`src/rtl/cell_color_pkg.sv`:
```
// cell_color_pkg: shared RGB332 definitions for the cell colour pipeline.
//   R_W/G_W/B_W   : RGB332 field widths
//   COLOR_BLACK   : blanking colour
//   COLOR_WHITE   : full-scale colour
//   pack_rgb332() : assembles {r, g, b} into one byte
package cell_color_pkg;

    localparam int unsigned R_W = 3;
    localparam int unsigned G_W = 3;
    localparam int unsigned B_W = 2;

    localparam logic [7:0] COLOR_BLACK = 8'h00;
    localparam logic [7:0] COLOR_WHITE = 8'hFF;

    function automatic logic [7:0] pack_rgb332(input logic [R_W-1:0] r,
                                               input logic [G_W-1:0] g,
                                               input logic [B_W-1:0] b);
        return {r, g, b};
    endfunction

endpackage

```
`src/rtl/tick_divider.sv`:
```
// tick_divider: emits one pulse for every DIV enabled ticks.
//   clk    in  : system clock
//   reset  in  : synchronous, active-high reset (count -> 0)
//   enable in  : 1 = ticks are counted, 0 = count holds
//   tick   in  : event to be counted
//   pulse  out : combinational, high on the tick that completes a group of DIV
module tick_divider #(
    parameter int unsigned DIV = 4
) (
    input  logic clk,
    input  logic reset,
    input  logic enable,
    input  logic tick,
    output logic pulse
);

    localparam int unsigned CntW = (DIV > 1) ? $clog2(DIV) : 1;
    localparam logic [CntW-1:0] CntLast = CntW'(DIV - 1);

    logic [CntW-1:0] cnt_q, cnt_d;
    logic            step;

    always_comb begin
        step  = enable & tick;
        pulse = step && (cnt_q == CntLast);
        cnt_d = cnt_q;
        if (step) begin
            cnt_d = pulse ? '0 : cnt_q + 1'b1;
        end
    end

    always_ff @(posedge clk) begin
        if (reset) begin
            cnt_q <= '0;
        end else begin
            cnt_q <= cnt_d;
        end
    end

endmodule

```
`src/rtl/cell_color_pipeline.sv`:
```
// cell_color_pipeline: maps a grid cell (x, y, alive) to an RGB332 colour in a
// two-stage registered pipeline with frame-driven gradient scrolling.
//   clk        in  : system clock
//   reset      in  : synchronous, active-high reset
//   in_valid   in  : qualifies x_index / y_index / alive
//   x_index    in  : cell column (X_WIDTH)
//   y_index    in  : cell row (Y_WIDTH)
//   alive      in  : cell state
//   frame_tick in  : one-cycle pulse per video frame
//   scroll_en  in  : 1 = gradient scrolls, 0 = offset frozen
//   out_valid  out : in_valid delayed by two cycles
//   color      out : RGB332 {r[2:0], g[2:0], b[1:0]}, held while out_valid = 0
// Optional build macro CELL_COLOR_CURSOR_EN adds cursor_x / cursor_y ports and
// BLINK_DIV / CURSOR_COLOR parameters for a blinking cursor overlay.
module cell_color_pipeline
    import cell_color_pkg::*;
#(
    parameter int unsigned X_WIDTH    = 5,
    parameter int unsigned Y_WIDTH    = 5,
    parameter int unsigned X_CELLS    = 32,
    parameter int unsigned Y_CELLS    = 24,
    parameter int unsigned SCROLL_DIV = 4,
    parameter logic [7:0]  BG_COLOR   = 8'h00
`ifdef CELL_COLOR_CURSOR_EN
    ,
    parameter int unsigned BLINK_DIV    = 16,
    parameter logic [7:0]  CURSOR_COLOR = 8'hFF
`endif
) (
    input  logic               clk,
    input  logic               reset,
    input  logic               in_valid,
    input  logic [X_WIDTH-1:0] x_index,
    input  logic [Y_WIDTH-1:0] y_index,
    input  logic               alive,
    input  logic               frame_tick,
    input  logic               scroll_en,
`ifdef CELL_COLOR_CURSOR_EN
    input  logic [X_WIDTH-1:0] cursor_x,
    input  logic [Y_WIDTH-1:0] cursor_y,
`endif
    output logic               out_valid,
    output logic [7:0]         color
);

    // ------------------------------------------------------------------
    // Gradient offset
    // ------------------------------------------------------------------
    logic [7:0] offset_q, offset_d;
    logic       scroll_pulse;

    tick_divider #(
        .DIV (SCROLL_DIV)
    ) u_scroll_div (
        .clk    (clk),
        .reset  (reset),
        .enable (scroll_en),
        .tick   (frame_tick),
        .pulse  (scroll_pulse)
    );

    // 8-bit add wraps 255 -> 0 on its own.
    always_comb begin
        offset_d = offset_q + {7'd0, scroll_pulse};
    end

    always_ff @(posedge clk) begin
        if (reset) begin
            offset_q <= 8'h00;
        end else begin
            offset_q <= offset_d;
        end
    end

`ifdef CELL_COLOR_CURSOR_EN
    // Blink phase runs off every frame, independent of scroll_en.
    logic phase_q, phase_d;
    logic blink_pulse;

    tick_divider #(
        .DIV (BLINK_DIV)
    ) u_blink_div (
        .clk    (clk),
        .reset  (reset),
        .enable (1'b1),
        .tick   (frame_tick),
        .pulse  (blink_pulse)
    );

    always_comb begin
        phase_d = phase_q ^ blink_pulse;
    end

    always_ff @(posedge clk) begin
        if (reset) begin
            phase_q <= 1'b0;
        end else begin
            phase_q <= phase_d;
        end
    end
`endif

    // ------------------------------------------------------------------
    // Stage 1: shift indices by the current (pre-update) offset
    // ------------------------------------------------------------------
    logic               s1_valid_q, s1_valid_d;
    logic [X_WIDTH-1:0] s1_rx_q, s1_rx_d;
    logic [Y_WIDTH-1:0] s1_gy_q, s1_gy_d;
    logic [B_W-1:0]     s1_b_q, s1_b_d;
    logic               s1_alive_q, s1_alive_d;
    logic               s1_range_q, s1_range_d;
`ifdef CELL_COLOR_CURSOR_EN
    logic               s1_cursor_q, s1_cursor_d;
`endif

    always_comb begin
        s1_valid_d = in_valid;
        s1_rx_d    = s1_rx_q;
        s1_gy_d    = s1_gy_q;
        s1_b_d     = s1_b_q;
        s1_alive_d = s1_alive_q;
        s1_range_d = s1_range_q;
`ifdef CELL_COLOR_CURSOR_EN
        s1_cursor_d = s1_cursor_q;
`endif
        if (in_valid) begin
            // Sized casts make the add wrap modulo 2^WIDTH.
            s1_rx_d    = x_index + X_WIDTH'(offset_q);
            s1_gy_d    = y_index + Y_WIDTH'(offset_q);
            s1_b_d     = offset_q[7:6];
            s1_alive_d = alive;
            // Range is judged on the unshifted index.
            s1_range_d = (32'(x_index) < X_CELLS) && (32'(y_index) < Y_CELLS);
`ifdef CELL_COLOR_CURSOR_EN
            s1_cursor_d = phase_q && (x_index == cursor_x) && (y_index == cursor_y);
`endif
        end
    end

    always_ff @(posedge clk) begin
        if (reset) begin
            s1_valid_q <= 1'b0;
            s1_rx_q    <= '0;
            s1_gy_q    <= '0;
            s1_b_q     <= '0;
            s1_alive_q <= 1'b0;
            s1_range_q <= 1'b0;
`ifdef CELL_COLOR_CURSOR_EN
            s1_cursor_q <= 1'b0;
`endif
        end else begin
            s1_valid_q <= s1_valid_d;
            s1_rx_q    <= s1_rx_d;
            s1_gy_q    <= s1_gy_d;
            s1_b_q     <= s1_b_d;
            s1_alive_q <= s1_alive_d;
            s1_range_q <= s1_range_d;
`ifdef CELL_COLOR_CURSOR_EN
            s1_cursor_q <= s1_cursor_d;
`endif
        end
    end

    // ------------------------------------------------------------------
    // Stage 2: colour select
    // ------------------------------------------------------------------
    logic       out_valid_q, out_valid_d;
    logic [7:0] color_q, color_d;
    logic [7:0] color_sel;

    // Priority: out-of-range blanking, then cursor, then dead background.
    always_comb begin
        color_sel = pack_rgb332(s1_rx_q[X_WIDTH-1 -: R_W], s1_gy_q[Y_WIDTH-1 -: G_W], s1_b_q);
        if (!s1_range_q) begin
            color_sel = COLOR_BLACK;
`ifdef CELL_COLOR_CURSOR_EN
        end else if (s1_cursor_q) begin
            color_sel = CURSOR_COLOR;
`endif
        end else if (!s1_alive_q) begin
            color_sel = BG_COLOR;
        end
    end

    always_comb begin
        out_valid_d = s1_valid_q;
        color_d     = s1_valid_q ? color_sel : color_q;
    end

    always_ff @(posedge clk) begin
        if (reset) begin
            out_valid_q <= 1'b0;
            color_q     <= COLOR_BLACK;
        end else begin
            out_valid_q <= out_valid_d;
            color_q     <= color_d;
        end
    end

    assign out_valid = out_valid_q;
    assign color     = color_q;

endmodule

```
`config.mk`:
```
export PLATFORM = sky130hd
export DESIGN_NAME = cell_color_pipeline
export DESIGN_NICKNAME = d
export VERILOG_FILES = /design/src/rtl/cell_color_pkg.sv /design/src/rtl/tick_divider.sv /design/src/rtl/cell_color_pipeline.sv
export SDC_FILE = /design/constraint.sdc
export NUM_CORES = 1
export LEC_CHECK = 0
export ABC_AREA = 1
export CORE_MARGIN = 10
export CORE_UTILIZATION = 30
export CTS_CLUSTER_DIAMETER = 120
export CTS_CLUSTER_SIZE = 25
export DETAILED_ROUTE_END_ITERATION = 8
export PLACE_DENSITY_LB_ADDON = 0.05
export SLEW_MARGIN = 10
export SYNTH_ARGS = -nofsm -noshare
export SYNTH_HDL_FRONTEND = slang
export SYNTH_SLANG_ARGS = --single-unit
```
`constraint.sdc`:
```
create_clock -name clk -period 3.9 [get_ports clk]
set_clock_uncertainty 0.1 [all_clocks]
set_input_delay 1.17 -clock clk [delete_from_list [all_inputs] [get_ports clk]]
set_output_delay 1.17 -clock clk [all_outputs]
set_load 0.01 [all_outputs]
```
=== Word-level counts from Yosys, hierarchy flattened ===
Cells that the tools add are included.

* Logic and storage cells: 21
* Output and inout port bits: 9
* Input bits: 16
* Bits in registers: 34

* Add/sub/neg operators: 4
* Bitwise operators: 1
* Eq/ne operators: 1
* Muxes and demuxes: 3
* $lt $le $gt $ge: 1
* Reduce and logical (&&, ||, !) cells: 1

{| class="wikitable"
|+ Operator list
! cell !! number
|-
| $mux W8 || 2
|-
| $add A5 B5 Y5 || 2
|-
| $add A8 B1 Y8 || 1
|-
| $lt A5 B5 Y1 const B || 1
|-
| $add A2 B1 Y2 const B || 1
|-
| $eq A2 B2 Y1 const B || 1
|-
| $mux W2 || 1
|-
| $and A1 B1 Y1 || 1
|-
| $logic_and A1 B1 Y1 || 1
|}

=== Longest topological paths before layout ===
Gate-level depths: netlist (run 1).

* Word-level depth: 3
* Gate-level depth with buffers: 10
* Mapped depth without buffers: 10

=== Hierarchy ===
A second synthesis (run 1) with hierarchy kept.

* Cell total of the unflattened synthesis: 188
* Area, all modules: 1388.8 um^2

{| class="wikitable"
|+ Modules (own cells, without submodules)
! module !! area an instance (um^2) !! instances !! cells each !! seq. area each (um^2)
|-
| cell_color_pipeline || 1277.5 || 1 || 170 || 560.5
|-
| tick_divider || 111.4 || 1 || 18 || 40.0
|}

=== Worst setup path after synthesis (run 1) ===
Ideal clock, no wire load.

* Path kind: input to register
* From: in scroll_en
* To: reg offset_q[6]
* Arrival time: 2.044 ns
* Stages: 9
* Slack: 1.636 ns
* Library setup time: 0.120 ns
* Path through: nand2_1 -> nor2_1 -> ha_1 -> ha_1 -> nand2_1 -> inv_1 -> nand4_1 -> o21ai_0 -> a21oi_1

* Word-level cells in the longest chain between the ends: 3

{| class="wikitable"
|+ RTL lines
! element !! RTL line !! text
|-
| from (decl) || cell_color_pipeline.sv:37 || <nowiki>input logic scroll_en,</nowiki>
|-
| $and A1 B1 Y1 || tick_divider.sv:24 || <nowiki>step = enable & tick;</nowiki>
|-
| $logic_and A1 B1 Y1 || tick_divider.sv:25 || <nowiki>pulse = step && (cnt_q == CntLast);</nowiki>
|-
| $add A8 B1 Y8 || cell_color_pipeline.sv:64 || <nowiki>offset_d = offset_q + {7'd0, scroll_pulse};</nowiki>
|-
| to (signal assigned) || cell_color_pipeline.sv:71 || <nowiki>offset_q <= offset_d;</nowiki>
|-
| to (decl) || cell_color_pipeline.sv:49 || <nowiki>logic [7:0] offset_q, offset_d;</nowiki>
|}

Every way passes these cells.
A chain may end at the register's enable or synchronous reset.

=== Final worst setup path (run 1) ===
Ends and elaborated chain as after synthesis.

==> flow_summary.yaml, run 1 <==
global_routing:
  grt_max_degree: 22
  grt_pass1_vias: 1087
  grt_pass1_wl_um: 4910
  globalRouteOverflowTotal: 0
  grt_usage: 0.0809
  antenna_found_initial: 0
floorplan:
  io_pins: 25
  die_x_um: 88.1
  die_area_mm2: 0.00776
  die_y_um: 88.1
  row_count: 24
  core_mm2: 0.00441
  start_util: 0.315
synthesis:
  ys.warnings.count: 0
  synth_area_leaders: "dfxtp_1 (43%), ha_1 (8.1%), inv_1 (7.3%)"
  ys_top_cells_by_count: "dfxtp_1 (30), inv_1 (27), nand2_1 (27)"
  ys_seq_area_frac: 0.432
  syn_avg_cell_area_um2: 7.64
  yosysUniqueCellTypes: 23
  synth_top_area_share: 0.432
  synth_top_area_cell: "dfxtp_1"
  ys_seq_elements: 30
  postSynth.topFlopCell: "dfxtp_1"
  syn_nets: 207
  synth_cells: 182
  synthArstFlopShare: 0
  yosys.cell_count.top_type: "dfxtp_1"
  synth_edf_count: 0
  synth_area_mm2: 0.00139
cts:
  cts_sinks: 30
  cts.htree.levels: 2
  clk_pin_slew_ns: 0.06
  worst_skew_pair.late_latency_ns: 0.28
  hold_buffers: 0
  cts_tree: "yes"
  cts_root_buf: "clkbuf_8"
  cts-resized-gates: 0
  cts_setup_buffers: 0
  clock_path_buffers: 2
  cts_buffers: 5
routing:
  vias: 1190
  ant_nets: 0
  firstDrtPassIters: 4
  wl_per_cell_um: 11.5
  viasPerCell: 4.52
  post-route-drc-count: 0
  drt_iter0_drc: 30
  wl_um: 3020
timing:
  tightest_slew_ns: 0.339
  relSlewSlack: 0.774
  setup_viol: 0
  final.setup.tns_ns: 0
  post-route-min-period_ns: 2.60
  fin_crit_sh: 0.666
  timing.fmax_mhz: 385
  rsz0062_at_grt: "no"
  hold_viol_final: 0
  timing.hold.ws_ns: 0.374
  slew_violations: 0
  setup_ws_ns: 1.30
power_and_ir_drop:
  switching_share: 0.231
  p_sw_mw: 0.146
  fin_total_pwr_mw: 0.632
  p_clk_frac: 0.405
  p_leak_nw: 0.816
  p_int_mw: 0.486
  power_frac_seq: 0.507
  p_comb_frac: 0.088
  peakVddDrop_mv: 0.138
  p_per_area_mw_per_mm2: 357
hold_path:
  min_from: "s1_gy_q[4]"
  hold_path.class: "reg -> reg"
  worstHoldEndpoint: "color[4]"
  worstHoldPathCells: 2
critical_path:
  required_ns: 3.97
  arrival_ns: 2.66
  ff2ff_path_depth: 10
  crit_path_max_incr_delay_ns: 0.48
  rrSetupSlack_ns: 2.18
  path_max_fanout: 4
  cp-end-kind: "flip-flop"
  worstSetupPathType: "in -> reg"
  r2r_start: "u_scroll_div.cnt_q[0]"
  crit_path_start_kind: "input port"
  r2r-end: "offset_q[6]"
  slowest_stage: "clkdlybuf4s50_1"
  path_cells: "clkdlybuf4s50_1 -> nand2_1 -> nor2_1 -> ha_1 -> ha_1 -> nand2_1 -> inv_1 -> nand4_1 -> o21ai_0 -> a21oi_1"
cells_and_area:
  nFillCells: 478
  diodes: 0
  drive_above_1_share: 0.0664
  utilization: 0.401
  nNetsFinal: 235
  syn_to_final_growth_pct: 27.5
place:
  io_buffers: 24
  place_congestion: 0.736
  place_hpwl_um: 2340
  dp_slack_ns: 1.00
run_status:
  status: "finished, final reports clean"
flow_run:
  cap_viol_max_count: 0
## flip-flops by register name (all words and copies together) (netlist names)
register,flops
offset_q,8
s1_gy_q,3
out_valid_d,1
s1_b_q,2
color,8
s1_range_q,1
s1_rx_q,3
u_scroll_div.cnt_q,2
s1_alive_q,1
out_valid,1
## area by class of cell
class	count	area [um2]	area share
clock buffer	7	86.3	0.0487
multi-input combinational	118	651	0.367
inverter	29	109	0.0614
timing repair buffer	26	255	0.144
sequential	30	601	0.339
tap	52	65.1	0.0367
clock inverter	1	5.00	0.00282
## worst max path at each step
stage / start / to / slack, ns
after floorplan: scroll_en / offset_q[6] / 1.64
after global placement: scroll_en / offset_q[6] / 1.04
after detailed placement: scroll_en / offset_q[6] / 1.00
after CTS: scroll_en / offset_q[6] / 1.30
after global routing: frame_tick / offset_q[6] / 1.14
final: scroll_en / offset_q[6] / 1.30
## power by group through the flow
stage	registers (mW)	logic [mW]	clock network (mW)
global placement	0.327	0.0555	0
CTS	0.320	0.0565	0.268
detailed placement	0.327	0.0562	0
finish	0.320	0.0555	0.256
floorplan	0.326	0.0299	0
global route	0.321	0.0625	0.278
## critical path, delay by kind of cell
kind / cells / cell delay [ns]
fa+ha+maj: 2 / 0.35
buf+inv: 2 / 0.57
compound gates: 2 / 0.21
simple gates: 4 / 0.37
## metrics by stage
step                cells  instance area, um2
floorplan             182                1390
finish                263                1770
global route          263                1770
detailed placement    255                1680
global placement      255                1680
CTS                   263                1770
## metal layers
metal / up-vias / wire length, um / global-route usage
li1: 645 / - / -
met1: 516 / 1360 / 0.0924
met2: 23 / 1340 / 0.125
met3: 6 / 253 / 0.0409
met4: 0 / 56 / 0.0342
met5: - / 0 / 0
## cell families after synthesis
kind of cell,after synthesis,share of synthesized area
simple gates,74,0.223
buf+inv,34,0.0999
compound gates,31,0.128
flops,30,0.432
fa+ha+maj,9,0.0810
xor+xnor,4,0.0360
## placed cells by master, fill, tap and decap left out
cell type,count
clkdlybuf4s50_1,24
inv_2,1
dfxtp_1,30
a21oi_1,11
inv_1,27
nor3_2,1
o31ai_1,1
a31oi_1,1
ha_1,9
nand3_1,17
nor2_1,26
o21ai_1,3
xor2_1,2
o21ai_2,1
buf_4,2
nor3_1,2
nand2_1,27
clkinv_1,1
clkbuf_1,1
clkbuf_8,6
nand4_1,1
clkinv_2,1
o21ai_0,8
a22oi_1,6
xor2_2,2
No activity file was read; power rests on OpenSTA's default activity.
==> run 2: changes to the inputs <==
- clock period: 3.9 -> 2.22 ns (I/O delays scaled with it)
==> run 2 against run 1 <==
Against the previous run:
- sequential share of layout area down 0.28 points
- sequential cell count unchanged
- sequential power up 76%
==> flow_summary.yaml, run 2 (synthesized netlist as in run 1, its figures left out) <==
place:
  io_buffers: 24
  dp_cells: 257
  place_hpwl_um: 2430
  dp_slack_ns: -0.138
  place_congestion: 0.730
power_and_ir_drop:
  p_comb_frac: 0.090
  p_clk_frac: 0.402
  p_sw_mw: 0.252
  power_frac_seq: 0.508
  switching_share: 0.228
  peakVddDrop_mv: 0.195
  p_int_mw: 0.856
  p_leak_nw: 0.825
  p_per_area_mw_per_mm2: 620
global_routing:
  globalRouteOverflowTotal: 0
  grt_usage: 0.0852
  antenna_found_initial: 0
  grt_max_degree: 13
  grt_pass1_vias: 1203
  grt_pass1_wl_um: 5220
cells_and_area:
  syn_to_final_growth_pct: 28.5
  final_cell_mix: "dfxtp_1 (30), inv_1 (27), nand2_1 (27)"
  nNetsFinal: 237
  diodes: 0
  layout_commonest_cell: "dfxtp_1"
  drive_above_1_share: 0.0751
  final_cells: 265
run_status:
  status: "finished, final reports clean"
floorplan:
  die_x_um: 88.1
  start_util: 0.315
  die_y_um: 88.1
  die_area_mm2: 0.00776
  core_mm2: 0.00441
  row_count: 24
  io_pins: 25
cts:
  cts_setup_buffers: 0
  clock_path_buffers: 2
  cts_tree: "yes"
  worst_skew_pair.late_latency_ns: 0.28
  clk_pin_slew_ns: 0.06
  cts-resized-gates: 0
  hold_buffers: 0
  cts_buffers: 5
  cts.htree.levels: 2
  cts_root_buf: "clkbuf_8"
  cts_sinks: 30
routing:
  ant_nets: 0
  firstDrtPassIters: 4
  wl_um: 3020
  vias: 1227
  viasPerCell: 4.63
  wl_per_cell_um: 11.4
  drt_iter0_drc: 42
  post-route-drc-count: 0
critical_path:
  path_cells: "clkdlybuf4s50_1 -> nand2_1 -> nor2_1 -> ha_1 -> ha_1 -> nand2_1 -> inv_1 -> nand4_1 -> o21ai_1 -> a21oi_1"
  crit_path_start_kind: "input port"
  cpLargestDelayFamily: "buffers and inverters"
  required_ns: 2.28
  slowest_stage: "clkdlybuf4s50_1"
  cp-end-kind: "flip-flop"
  worstSetupPathType: "in -> reg"
  path_max_fanout: 3
  crit_path_max_incr_delay_ns: 0.49
  arrival_ns: 2.11
  cp.depth: 10
  ff2ff_path_depth: 10
  critPathBufInv: 2
hold_path:
  hold_path.class: "reg -> reg"
  worstHoldPathCells: 2
timing:
  post-route-min-period_ns: 2.04
  relSlewSlack: 0.768
  rsz0062_at_grt: "no"
  slew_violations: 0
  hold_viol_final: 0
  tightest_slew_ns: 0.347
  setup_ws_ns: 0.178
  fin_crit_sh: 0.920
  timing.fmax_mhz: 490
  setup_viol: 0
flow_run:
  cap_viol_max_count: 0
run 2: cell count changes in the layout (fill, tap and decap cells not counted), sizes merged:
| cell | before | now |
|---|---|---|
| buf | 2 | 4 |
run 2: worst paths after layout:
kind,start,end,slack [ns]
hold reg to reg,s1_gy_q[4],color[4],0.36
setup / recovery,frame_tick,offset_q[6],0.18
setup reg to reg,u_scroll_div.cnt_q[0],offset_q[6],0.55
hold / removal,s1_gy_q[4],color[4],0.36
run 2: worst min-delay path, cell delays in order, from the launching register on:
cell and delay [ns]:
dfxtp_1 0.30, inv_1 0.06, o31ai_1 0.07
run 2: layer usage:
metal  vias up  global-route usage  share of wire
li1        641                   -              -
met1       547              0.0952           0.45
met2        33               0.140           0.46
met3         6              0.0371          0.079
met4         0              0.0342          0.017
met5         -                   0              0
run 2: cell type report:
| type | instances | area [um2] |
|---|---|---|
| clock buffer | 7 | 86.3 |
| clock inverter | 1 | 5.00 |
| fill | 445 | 2630 |
| inverter | 29 | 109 |
| multi-input combinational | 118 | 651 |
| sequential | 30 | 601 |
| tap | 52 | 65.1 |
| timing repair buffer | 28 | 270 |
run 2: per-stage QoR:
step                      TNS (ns)  utilization  hold slack [ns]  instance area [um2]  power, mW
final                            0        0.405            0.363                 1790       1.11
after global routing             0        0.405            0.403                 1790       1.17
after CTS                        0        0.405            0.367                 1790       1.13
after detailed placement    -0.238        0.384            0.358                 1700      0.675
after global placement      -0.178        0.384            0.358                 1700      0.674
after floorplan                  0            -            0.343                 1390      0.626
run 2: power groups by stage:
| stage | Sequential, mW | Combinational, mW | Clock [mW] |
|---|---|---|---|
| 5_1_grt | 0.565 | 0.115 | 0.492 |
| 4_1_cts | 0.563 | 0.102 | 0.465 |
| 6_report | 0.563 | 0.100 | 0.445 |
| 2_1_floorplan | 0.573 | 0.0526 | 0 |
| 3_3_place_gp | 0.574 | 0.0994 | 0 |
| 3_5_place_dp | 0.575 | 0.101 | 0 |
